File: src/rtl/mau_pkg.sv
// Shared types and lane helpers for the load/store sequencer.
// Big-endian byte lanes: byte offset 0 lives in bits [31:24].
package mau_pkg;

   localparam logic [1:0] SZ_BYTE = 2'b00;
   localparam logic [1:0] SZ_HALF = 2'b01;
   localparam logic [1:0] SZ_WORD = 2'b10;

   typedef enum logic [1:0] {StIdle, StRead, StWrite, StDone} mauState_e;

   // Replace the addressed lane(s) of word with the low bits of wdata.
   function automatic logic [31:0] laneMerge(input logic [31:0] word,
                                             input logic [31:0] wdata,
                                             input logic [1:0]  size,
                                             input logic [1:0]  offset);
      logic [31:0] r;
      r = word;
      case (size)
         SZ_BYTE: begin
            unique case (offset)
               2'd0: r[31:24] = wdata[7:0];
               2'd1: r[23:16] = wdata[7:0];
               2'd2: r[15:8]  = wdata[7:0];
               2'd3: r[7:0]   = wdata[7:0];
            endcase
         end
         // offset[0] is ignored for halves
         SZ_HALF: begin
            if (offset[1]) r[15:0]  = wdata[15:0];
            else           r[31:16] = wdata[15:0];
         end
         default: r = wdata;
      endcase
      return r;
   endfunction

   // Pull the addressed lane(s) out of word and extend to 32 bits.
   function automatic logic [31:0] laneExtract(input logic [31:0] word,
                                               input logic [1:0]  size,
                                               input logic [1:0]  offset,
                                               input logic        signExt);
      logic [7:0]  b;
      logic [15:0] h;
      logic [31:0] r;
      unique case (offset)
         2'd0: b = word[31:24];
         2'd1: b = word[23:16];
         2'd2: b = word[15:8];
         2'd3: b = word[7:0];
      endcase
      h = offset[1] ? word[15:0] : word[31:16];
      case (size)
         SZ_BYTE: r = {{24{signExt & b[7]}}, b};
         SZ_HALF: r = {{16{signExt & h[15]}}, h};
         default: r = word;
      endcase
      return r;
   endfunction

endpackage

File: src/rtl/mau_lane_merge.sv
// Combinational lane logic: store-merge word and extended load result.
module mau_lane_merge
   import mau_pkg::*;
(
   input  logic [31:0] word,
   input  logic [31:0] wdata,
   input  logic [1:0]  size,
   input  logic [1:0]  offset,
   input  logic        sign_ext,
   output logic [31:0] merged,
   output logic [31:0] extended
);

   // Both results are pure functions of the captured memory word.
   always_comb begin
      merged   = laneMerge(word, wdata, size, offset);
      extended = laneExtract(word, size, offset, sign_ext);
   end

endmodule

File: src/rtl/mem_access_unit.sv
// Load/store sequencer: turns byte/half/word requests into word-aligned
// memory cycles; sub-word stores use read-modify-write.
// Optional feature macro: MAU_ALIGN_CHECK_EN (misaligned half/word requests
// complete immediately with misalign=1 and no memory cycle).
module mem_access_unit
   import mau_pkg::*;
#(
   parameter int unsigned ADDR_W    = 32,
   parameter int unsigned READ_WAIT = 0
) (
   input  logic              CLK,
   input  logic              Reset,
   input  logic              req,
   input  logic              we,
   input  logic [1:0]        size,
   input  logic              sign_ext,
   input  logic [ADDR_W-1:0] addr,
   input  logic [31:0]       wdata,
   output logic              busy,
   output logic              done,
   output logic [31:0]       rdata,
   output logic              misalign,
   output logic [ADDR_W-1:0] mem_addr,
   output logic [31:0]       mem_wdata,
   output logic              mem_rd,
   output logic              mem_wr_n,
   input  logic [31:0]       mem_rdata
);

   localparam logic [3:0] WaitLast = 4'(READ_WAIT);

   mauState_e   state;
   logic [3:0]  waitCnt;
   logic        weQ;
   logic [1:0]  sizeQ;
   logic [1:0]  offsetQ;
   logic        signExtQ;
   logic [31:0] wdataQ;
   logic [31:0] mergedWord;
   logic [31:0] loadWord;
   logic        reqMisaligned;

`ifdef MAU_ALIGN_CHECK_EN
   assign reqMisaligned = ((size == SZ_HALF) && addr[0]) ||
                          (size[1] && (addr[1:0] != 2'b00));
`else
   assign reqMisaligned = 1'b0;
`endif

   mau_lane_merge u_lane_merge (
      .word     (mem_rdata),
      .wdata    (wdataQ),
      .size     (sizeQ),
      .offset   (offsetQ),
      .sign_ext (signExtQ),
      .merged   (mergedWord),
      .extended (loadWord)
   );

   // Sequencer FSM with all outputs registered.
   always_ff @(posedge CLK) begin
      if (!Reset) begin
         state     <= StIdle;
         waitCnt   <= 4'd0;
         weQ       <= 1'b0;
         sizeQ     <= SZ_BYTE;
         offsetQ   <= 2'b00;
         signExtQ  <= 1'b0;
         wdataQ    <= 32'd0;
         busy      <= 1'b0;
         done      <= 1'b0;
         rdata     <= 32'd0;
         misalign  <= 1'b0;
         mem_addr  <= '0;
         mem_wdata <= 32'd0;
         mem_rd    <= 1'b0;
         mem_wr_n  <= 1'b1;
      end else begin
         done <= 1'b0;
         unique case (state)
            StIdle: begin
               if (req) begin
                  busy     <= 1'b1;
                  weQ      <= we;
                  sizeQ    <= size;
                  offsetQ  <= addr[1:0];
                  signExtQ <= sign_ext;
                  wdataQ   <= wdata;
                  if (reqMisaligned) begin
                     // Complete at once; memory is never touched.
                     misalign <= 1'b1;
                     rdata    <= 32'd0;
                     done     <= 1'b1;
                     state    <= StDone;
                  end else begin
                     misalign <= 1'b0;
                     mem_addr <= {addr[ADDR_W-1:2], 2'b00};
                     if (we && size[1]) begin
                        mem_wdata <= wdata;
                        mem_wr_n  <= 1'b0;
                        state     <= StWrite;
                     end else begin
                        mem_rd  <= 1'b1;
                        waitCnt <= 4'd0;
                        state   <= StRead;
                     end
                  end
               end
            end
            StRead: begin
               if (waitCnt == WaitLast) begin
                  mem_rd <= 1'b0;
                  if (weQ) begin
                     mem_wdata <= mergedWord;
                     mem_wr_n  <= 1'b0;
                     state     <= StWrite;
                  end else begin
                     rdata <= loadWord;
                     done  <= 1'b1;
                     state <= StDone;
                  end
               end else begin
                  waitCnt <= waitCnt + 4'd1;
               end
            end
            StWrite: begin
               mem_wr_n <= 1'b1;
               done     <= 1'b1;
               state    <= StDone;
            end
            StDone: begin
               busy  <= 1'b0;
               state <= StIdle;
            end
         endcase
      end
   end

endmodule

File: config.mk
export PLATFORM = sky130hd
export DESIGN_NAME = mem_access_unit
export DESIGN_NICKNAME = d
export VERILOG_FILES = /design/src/rtl/mau_pkg.sv /design/src/rtl/mau_lane_merge.sv /design/src/rtl/mem_access_unit.sv
export SDC_FILE = /design/constraint.sdc
export NUM_CORES = 1
export LEC_CHECK = 0
export BUFFER_PORTS_ARGS = -buffer_cell sky130_fd_sc_hd__buf_2
export CAP_MARGIN = 20
export CORE_ASPECT_RATIO = 1.5
export CORE_MARGIN = 2
export CORE_UTILIZATION = 56
export CTS_CLUSTER_SIZE = 24
export DETAILED_ROUTE_END_ITERATION = 6
export PLACE_DENSITY = 0.86
export SYNTH_ARGS = -nofsm -noshare
export SYNTH_HDL_FRONTEND = slang
export SYNTH_SLANG_ARGS = --single-unit
File: constraint.sdc
create_clock -name CLK -period 2.85 [get_ports CLK]
set_clock_uncertainty 0.05 [all_clocks]
set_input_delay 0.285 -clock CLK [delete_from_list [all_inputs] [get_ports CLK]]
set_output_delay 0.285 -clock CLK [all_outputs]
set_load 0.03 [all_outputs]
# [Yosys cells after proc, flatten, opt, wreduce, memory -nomap -nowiden]
# Index checks and enable logic that the tools add are counted.
[totals] reg_bits=142 input_bits=103 output_inout_bits=101
[classes] add_sub_neg=1 eq_ne=13 mux=38 bitwise_logic=3 reduce_logical=16
[ops] cell="$pmux 32 s2" n=3
[ops] cell="$mux 32" n=4
[ops] cell="$mux 16" n=3
[ops] cell="$mux 8" n=4
[ops] cell="$pmux 8 s4" n=1
[ops] cell="$mux 4" n=3
[ops] cell="$ne 2x2->1 const B" n=6
[ops] cell="$mux 1" n=11
[ops] cell="$reduce_and 5->1" n=2
[ops] cell="$eq 2x2->1 const B" n=4
[ops] cell="$pmux 2 s4" n=1
[ops] cell="$pmux 4 s2" n=1
[ops] cell="$reduce_and 4->1" n=2
[ops] cell="$eq 2x1->1 const B" n=3
[ops] cell="$logic_not 2->1" n=3
[ops] cell="$mux 2" n=3
[ops] cell="$pmux 1 s2" n=3
[ops] cell="$reduce_and 2->1" n=3
[ops] cell="$add 4x1->4 const B" n=1
[ops] cell="$logic_not 4->1" n=1
[ops] cell="$reduce_bool 2->1" n=2
[ops] cell="$pmux 1 s3" n=1
[ops] cell="$reduce_and 3->1" n=1
[ops] cell="$reduce_bool 3->1" n=1
[ops] cell="3 further kinds" n=4

# [Depth between registers and ports, before layout]
# Gate-level depths: netlist of the first run.
[logic_depth] depth_word=6 depth_mapped=9 ltp_nobuf=6

# [Hierarchy]
# From an unflattened synthesis of the first run, not the netlist that was laid out.
[hier_totals] hier_cells=901 area_unflattened_um2=7315.8
[modules_own_cells] mod="mem_access_unit" n_inst=1 cells_per_inst=662 area_each_um2=5560.3 seq_area_each_um2=2842.7
[modules_own_cells] mod="mau_lane_merge" n_inst=1 cells_per_inst=239 area_each_um2=1755.4 seq_area_each_um2=0.0

# [Worst setup path before layout of the first run]
# Ideal clock, no wire load.
[synth_timing] path_kind="flip-flop to flip-flop" from="register waitCnt[0]" to="register rdata[1]" arrival_time_ps=1683 t_required_ps=2681 path_slack_ps=998 path_stages_with_launch=9 period_less_slack_ps=1852 cell_sequence="dfxtp_1 > inv_1 > ha_1 > or3b_4 > nor3_2 > buf_4 > buf_4 > o21ai_0 > o221a_2"
[synth_between] elab_chain_len=2
[synth_lines] item="from (decl)" line_no="mem_access_unit.sv:33" rtl="logic [3:0] waitCnt;"
[synth_lines] item="from (signal assigned)" line_no="mem_access_unit.sv:123" rtl="waitCnt <= waitCnt + 4'd1;"
[synth_lines] item="$logic_not 4->1" line_no="mem_access_unit.sv:111" rtl="if (waitCnt == WaitLast) begin"
[synth_lines] item="$reduce_and 3->1 (no line)"
[synth_lines] item="to (signal assigned)" line_no="mem_access_unit.sv:118" rtl="rdata <= loadWord;"
[synth_lines] item="to (decl)" line_no="mem_access_unit.sv:21" rtl="output logic [31:0] rdata,"
# No other way between the ends.
# A chain may end at the register's enable or synchronous reset.

# [Worst setup path after layout of the first run]
[layout_timing] from="register state[0]" to="register wdataQ[30]"
[layout_between] elab_chain_len=2
[layout_lines] item="from (decl)" line_no="mem_access_unit.sv:32" rtl="mauState_e state;"
[layout_lines] item="from (signal assigned)" line_no="mem_access_unit.sv:63" rtl="state <= StIdle;"
[layout_lines] item="from (signal assigned)" line_no="mem_access_unit.sv:94" rtl="state <= StDone;"
[layout_lines] item="from (signal assigned)" line_no="mem_access_unit.sv:101" rtl="state <= StWrite;"
[layout_lines] item="$logic_not 2->1" line_no="mem_access_unit.sv:80" rtl="unique case (state)"
[layout_lines] item="$reduce_and 2->1 (no line)"
[layout_lines] item="to (signal assigned)" line_no="mem_access_unit.sv:88" rtl="wdataQ <= wdata;"
[layout_lines] item="to (decl)" line_no="mem_access_unit.sv:38" rtl="logic [31:0] wdataQ;"
# No other way between the ends.

==> impl_metrics.toml, run 1 <==
[drt]
drc_errors = 0
antenna_left = 0
via_count = 7193
firstDrtPassIters = 6
drt-total-wl_um = 21300
drt_iter0_drc = 710
routed_via_density = 6.05
wire_per_inst_um = 17.9

[worst_setup_path]
max_stage_delay_ns = 0.63
reg2reg_from = "state[0]$_SDFFE_PN0P_"
required_ns = 3.14
end_kind = "flop"
path_cells = "inv_1 -> ha_1 -> and2_2 -> buf_4 -> nand2_1 -> a21oi_1"
arrival_ns = 2.63
critPathLaunchType = "flop"
path_buf_inv = 2
crit_start = "state[0]$_SDFFE_PN0P_"
cp_slowest_cell = "ha_1"
critPathTopFamily = "adder cells"
crit_fanout = 26
crit_type = "flop to flop"

[floorplan]
rows = 49
die_w_um = 94.4
dieArea_mm2 = 0.0132
die_y_um = 140
num_io_pins = 204
core_area_mm2 = 0.0120
start_util = 0.574

[placement]
dpl_cell_area_mm2 = 0.00794
port_buffers = 200
hpwl_um = 15100
place_congestion = 0.967

[timing]
final.period_utilization = 0.821
tightest_slew_ns = 0.957
rsz0062_at_grt = "no"
maxSlewViolCount = 0
final_hold_viol_count = 0
fin_crit_ns = 2.34
setup_tns_ns = 0
maxSlewHeadroom = 0.362
finalSetupViolCount = 0
fmax_mhz = 428

[power]
seqPwrFrac = 0.340
vdd_drop_max_v = 0.000527
p_comb_frac = 0.398
power_frac_clock = 0.262
leakagePower_nw = 3.67
netSwitchingFraction = 0.415
finalPower_mw = 8.13
power_density_mw_per_mm2 = 955
intPower_mw = 4.76
switchingPower_mw = 3.38

[finish]
drive_above_1_share = 0.288
area_growth_pct = 24.0
fin_nets = 1132
design_area_mm2 = 0.00852
antennaDiodeCount = 0

[yosys]
yosysUniqueCellTypes = 62
yosysSeqAreaShare = 0.414
synth-edff-count = 0
synthTopCellsByCount = "178 x nand2_1, 142 x dfxtp_1, 110 x a21oi_1, 67 x o21ai_0, 47 x clkbuf_1"
ys_warn_count = 0
synth.area.top_cells = "dfxtp_1 41%, nand2_1 9.7%, a21oi_1 8.0%, o21ai_0 4.9%, mux2i_1 2.9%"
synth_seq_cells = 142
async_reset_ff_frac = 0
syn-cell-area_mm2 = 0.00687
synthCells = 854
yosys.area.top_type = "dfxtp_1"
synth-main-ff-cell = "dfxtp_1"
synth.most_common_cell = "nand2_1"
synth_top_area_frac = 0.414
avgSynthCellArea_um2 = 8.04

[global_routing]
grt_pass1_wl_um = 32700
grtUsageTotal = 0.316
grt_max_degree = 53
antenna_found_initial = 0
gr-total-overflow = 0
grt_pass1_vias = 6574

[job]
drv_cap = 0

[clock_network]
cts-htree-levels = 4
cts.clk_slew.worst_paths_ns = 0.06
cts-root-buf = "clkbuf_16"
cts_resized = 0
tritoncts = "done"
cts_buffers = 17
clock_latency_ns = 0.41
cts_buffer_depth = 2
cts_setup_buffers = 0
cts.sinks = 142
hold_buffers = 0

[min_path]
hold_path_class = "primary input to flop"
hold_start = "addr[4]"

[status]
status = "completed"
==> layout make-up <==
| type | count | area (µm²) |
|---|---|---|
| multi-input combinational | 614 | 3620 |
| fill | 979 | 3440 |
| sequential | 142 | 2840 |
| timing repair buffer | 223 | 1200 |
| clock buffer | 18 | 439 |
| tap | 153 | 191 |
| clock inverter | 14 | 134 |
| inverter | 24 | 90.1 |
==> placed cells by master (no fill, tap or decap), types with 7 or more instances in the layout <==
cell          n
a31oi_1      13
nor3b_1      11
and2_1        8
o311ai_0      9
clkbuf_16    17
buf_4        21
nand3_1       7
o211ai_1      8
dfxtp_1     141
mux2i_1      20
nor2_1       20
inv_1        23
nand2_1     177
a21oi_1     109
clkinvlp_4    8
nor2b_1      16
buf_2       200
a221oi_1     10
nor3_1        9
or2_2        19
a22o_1        9
a32o_1       18
nand3b_1     14
o21ai_0      67
==> layer usage <==
layer | GRT usage | share of wire
met5 | 0 | 0
met3 | 0.0644 | 0.087
met1 | 0.372 | 0.37
met2 | 0.520 | 0.48
met4 | 0.192 | 0.062
==> kinds of logic after synthesis <==
kind of cell | share of synthesized area
compound gates | 0.270
xor+xnor | 0.00128
fa+ha+maj | 0.0128
buf+inv | 0.0627
flops | 0.414
mux | 0.0357
other cells | 0.000546
simple gates | 0.203
==> per-stage QoR <==
step           std cells  hold WS, ns  setup WS, ns   util
6_report            1188       0.0533         0.511  0.712
5_1_grt             1188       0.0433         0.351  0.712
4_1_cts             1188       0.0449         0.508  0.712
3_5_place_dp        1156        0.391         0.555  0.664
3_3_place_gp        1156        0.387         0.617  0.664
2_1_floorplan        856        0.371         0.999      -
==> path summary, 6_finish.rpt <==
check	to	slack, ns	depth (start not counted)
max reg2reg	wdataQ[30]$_SDFFE_PN0P_	0.51	6
min reg2reg	mem_addr[16]$_SDFFE_PN0P_	0.40	2
max	wdataQ[30]$_SDFFE_PN0P_	0.51	6
min	mem_addr[4]$_SDFFE_PN0P_	0.05	3
==> power groups by stage <==
stage	registers, mW	clock network, mW	logic, mW
3_3_place_gp	2.78	0	3.13
6_report	2.76	2.13	3.24
2_1_floorplan	3.40	0	1.62
5_1_grt	2.80	2.23	3.48
3_5_place_dp	2.78	0	3.19
4_1_cts	2.75	2.15	3.21
==> tightest hold or removal path, cell delays in order <==
cell	delay, ns
buf_2	0.10
nand2_1	0.04
a21oi_1	0.05
==> registers in the layout, summed over array words and instances (netlist names), 2 cells and up <==
register   cells
state          2
offsetQ        2
mem_addr      30
mem_wdata     32
waitCnt        4
rdata         32
wdataQ        32
sizeQ          2
Power figures use the tool's default switching activity.
==> run 2, diff against run 1 <==
Settings changed: CORE_UTILIZATION 56 to 47, PLACE_DENSITY 0.86 to 0.77.
Clock period 2.85 ns to 1.95 ns, I/O delays scaled along.
==> run 2 against run 1 <==
  * The flow now finishes with violations (setup timing)
  * Via count is 5.0% higher
  * Core utilization is 4.9 points lower
  * Sequential power is 44% higher
  * Sequential share of layout area is 3.6 points lower
  * Largest cell class unchanged
  * Fmax is 18% higher
  * Non-clock buffer count is 84 higher
  * Worst hold slack worse by 0.042 ns
  * Wire length is 12% higher
  * First-iteration DRC count is 17% lower
==> impl_metrics.toml, run 2 (synthesis results as in run 1) <==
[power]
seqPwrFrac = 0.314
power_frac_clock = 0.265
p_comb_frac = 0.421
leakagePower_nw = 4.12
netSwitchingFraction = 0.402
vdd_drop_max_v = 0.000859
switchingPower_mw = 5.10
power_density_mw_per_mm2 = 1330
finalPower_mw = 12.7
intPower_mw = 7.59

[finish]
drive_above_1_share = 0.298
layoutNonFillerInstCount = 1317
fin_util = 0.663
final_common_cell = "buf_2"
fin_nets = 1216
reg_top3 = "mem_wdata (32), rdata (32), wdataQ (32)"
mostFrequentLayoutCells = "200 x buf_2, 177 x nand2_1, 140 x dfxtp_1"
area_growth_pct = 39.0

[worst_setup_path]
path_cells = "inv_2 -> ha_4 -> or3b_4 -> nor3_4 -> buf_6 -> clkbuf_16 -> o21ai_1 -> o221a_2"
crit_type = "flop to flop"
max_stage_delay_ns = 0.40
critPathLaunchType = "flop"
crit_fanout = 10
rr_worst_depth = 8
end_kind = "flop"
reg2reg_from = "waitCnt[1]$_SDFFE_PN0P_"
path_buf_inv = 3
critPathTopFamily = "simple AND/OR/NAND/NOR gates"
required_ns = 2.20
reg2reg_slack_ns = -0.03
cp_slowest_cell = "or3b_4"
regToRegEndpoint = "rdata[3]$_SDFFE_PN0P_"
arrival_ns = 2.24

[min_path]
hold_start = "addr[0]"
worst_hold_path.endpoint = "offsetQ[0]$_SDFFE_PN0P_"
hold_depth = 3
hold_path_class = "primary input to flop"

[status]
status = "finished, violations left"
violations = "setup timing"

[timing]
rsz0062_at_grt = "yes"
tightest_slew_ns = 0.548
finalSetupViolCount = 3
setup_tns_ns = -0.0813
maxSlewViolCount = 0
final.period_utilization = 1.02
final_hold_viol_count = 0
fin_crit_ns = 1.98
maxSlewHeadroom = 0.630
fmax_mhz = 504
setup_ws_ns = -0.0349

[clock_network]
cts.clk_slew.worst_paths_ns = 0.06
cts.sinks = 142
cts-htree-levels = 4
cts-root-buf = "clkbuf_16"
cts_buffer_depth = 2
cts_buffers = 17
tritoncts = "done"
clock_latency_ns = 0.41

[drt]
antenna_left = 0
firstDrtPassIters = 6
wire_per_inst_um = 18.0
routed_via_density = 5.74
drt-total-wl_um = 23700
drt_iter0_drc = 586
via_count = 7556
drc_errors = 0

[floorplan]
dieArea_mm2 = 0.0156
start_util = 0.477
core_area_mm2 = 0.0144
rows = 54
num_io_pins = 204
die_w_um = 103
die_y_um = 152

[global_routing]
antenna_found_initial = 2
gr-total-overflow = 0
grt_pass1_wl_um = 36400
grt_pass1_vias = 7132
grtUsageTotal = 0.296
grt_max_degree = 47

[placement]
hpwl_um = 16300
port_buffers = 200
place_congestion = 0.962
place_inst = 1219

[job]
drv_cap = 0
-- run 2: changes by cell type in the layout (fill, tap and decap cells not counted), moves of 3 or more --
cell,before,now
dlygate4sd3_1,0,59
buf_4,21,36
buf_12,2,8
o21ai_0,67,60
buf_6,0,3
o21ai_1,1,7
a2111oi_1,5,0
clkinvlp_4,8,3
a2111oi_2,3,8
-- run 2: per-layer routing --
| metal | up-vias | track usage | routed length [µm] |
|---|---|---|---|
| li1 | 3521 | - | - |
| met1 | 3490 | 0.340 | 8630 |
| met2 | 427 | 0.500 | 11900 |
| met3 | 118 | 0.0584 | 1860 |
| met4 | 0 | 0.166 | 1350 |
| met5 | - | 0 | 0 |
-- run 2: tightest hold or removal path, delay by kind of cell --
| kind | cells | cell delay (ns) |
|---|---|---|
| compound gates | 1 | 0.06 |
| buf+inv | 1 | 0.11 |
| simple gates | 1 | 0.06 |
-- run 2: per-stage QoR --
step	setup slack, ns	area [µm²]	hold WS [ns]
5_1_grt	-0.0952	9540	0.00620
4_1_cts	0.00257	9400	0.000210
6_report	-0.0349	9540	0.0111
2_1_floorplan	0.0985	6880	0.281
3_5_place_dp	0.0133	8200	0.390
3_3_place_gp	0.108	8200	0.385
-- run 2: how the worst max path moves through the flow --
stage | from | to | slack (ns) | depth (start not counted)
after floorplan | waitCnt[0]$_SDFFE_PN0P_ | rdata[1]$_SDFFE_PN0P_ | 0.1 | 8
after global placement | waitCnt[0]$_SDFFE_PN0P_ | rdata[12]$_SDFFE_PN0P_ | 0.11 | 7
after detailed placement | waitCnt[0]$_SDFFE_PN0P_ | rdata[10]$_SDFFE_PN0P_ | 0.01 | 7
after CTS | waitCnt[0]$_SDFFE_PN0P_ | rdata[12]$_SDFFE_PN0P_ | 0.003 | 6
after global routing | waitCnt[1]$_SDFFE_PN0P_ | rdata[9]$_SDFFE_PN0P_ | -0.1 | 7
final | waitCnt[1]$_SDFFE_PN0P_ | rdata[3]$_SDFFE_PN0P_ | -0.03 | 8
-- run 2: cell type report --
cell class                      count  area (µm²)
Fill cell                        1154        4850
Multi-Input combinational cell    614        3670
Sequential cell                   142        2850
Timing Repair Buffer              307        2080
Clock buffer                       20         447
Tap cell                          196         245
Clock inverter                     12         158
Inverter                           24        90.1
Antenna cell                        2        5.00
-- run 2: repair_timing --
action | 4_1_cts | 5_1_grt
hold buffers | 59 | 0
hold endpoints to repair | 59 | 0
pin swaps | 0 | 4
endpoints found under the setup margin | 1 | 32
gates resized for setup | 1 | 26
setup buffers | 0 | 4
gates cloned | 0 | 1
-- run 2: power by group through the flow --
| stage | clock network (mW) | logic, mW | registers, mW |
|---|---|---|---|
| floorplan | 0 | 2.37 | 4.97 |
| global placement | 0 | 4.91 | 4.02 |
| detailed placement | 0 | 4.99 | 4.02 |
| CTS | 3.39 | 5.11 | 3.97 |
| global route | 3.51 | 5.72 | 4.05 |
| finish | 3.36 | 5.34 | 3.98 |
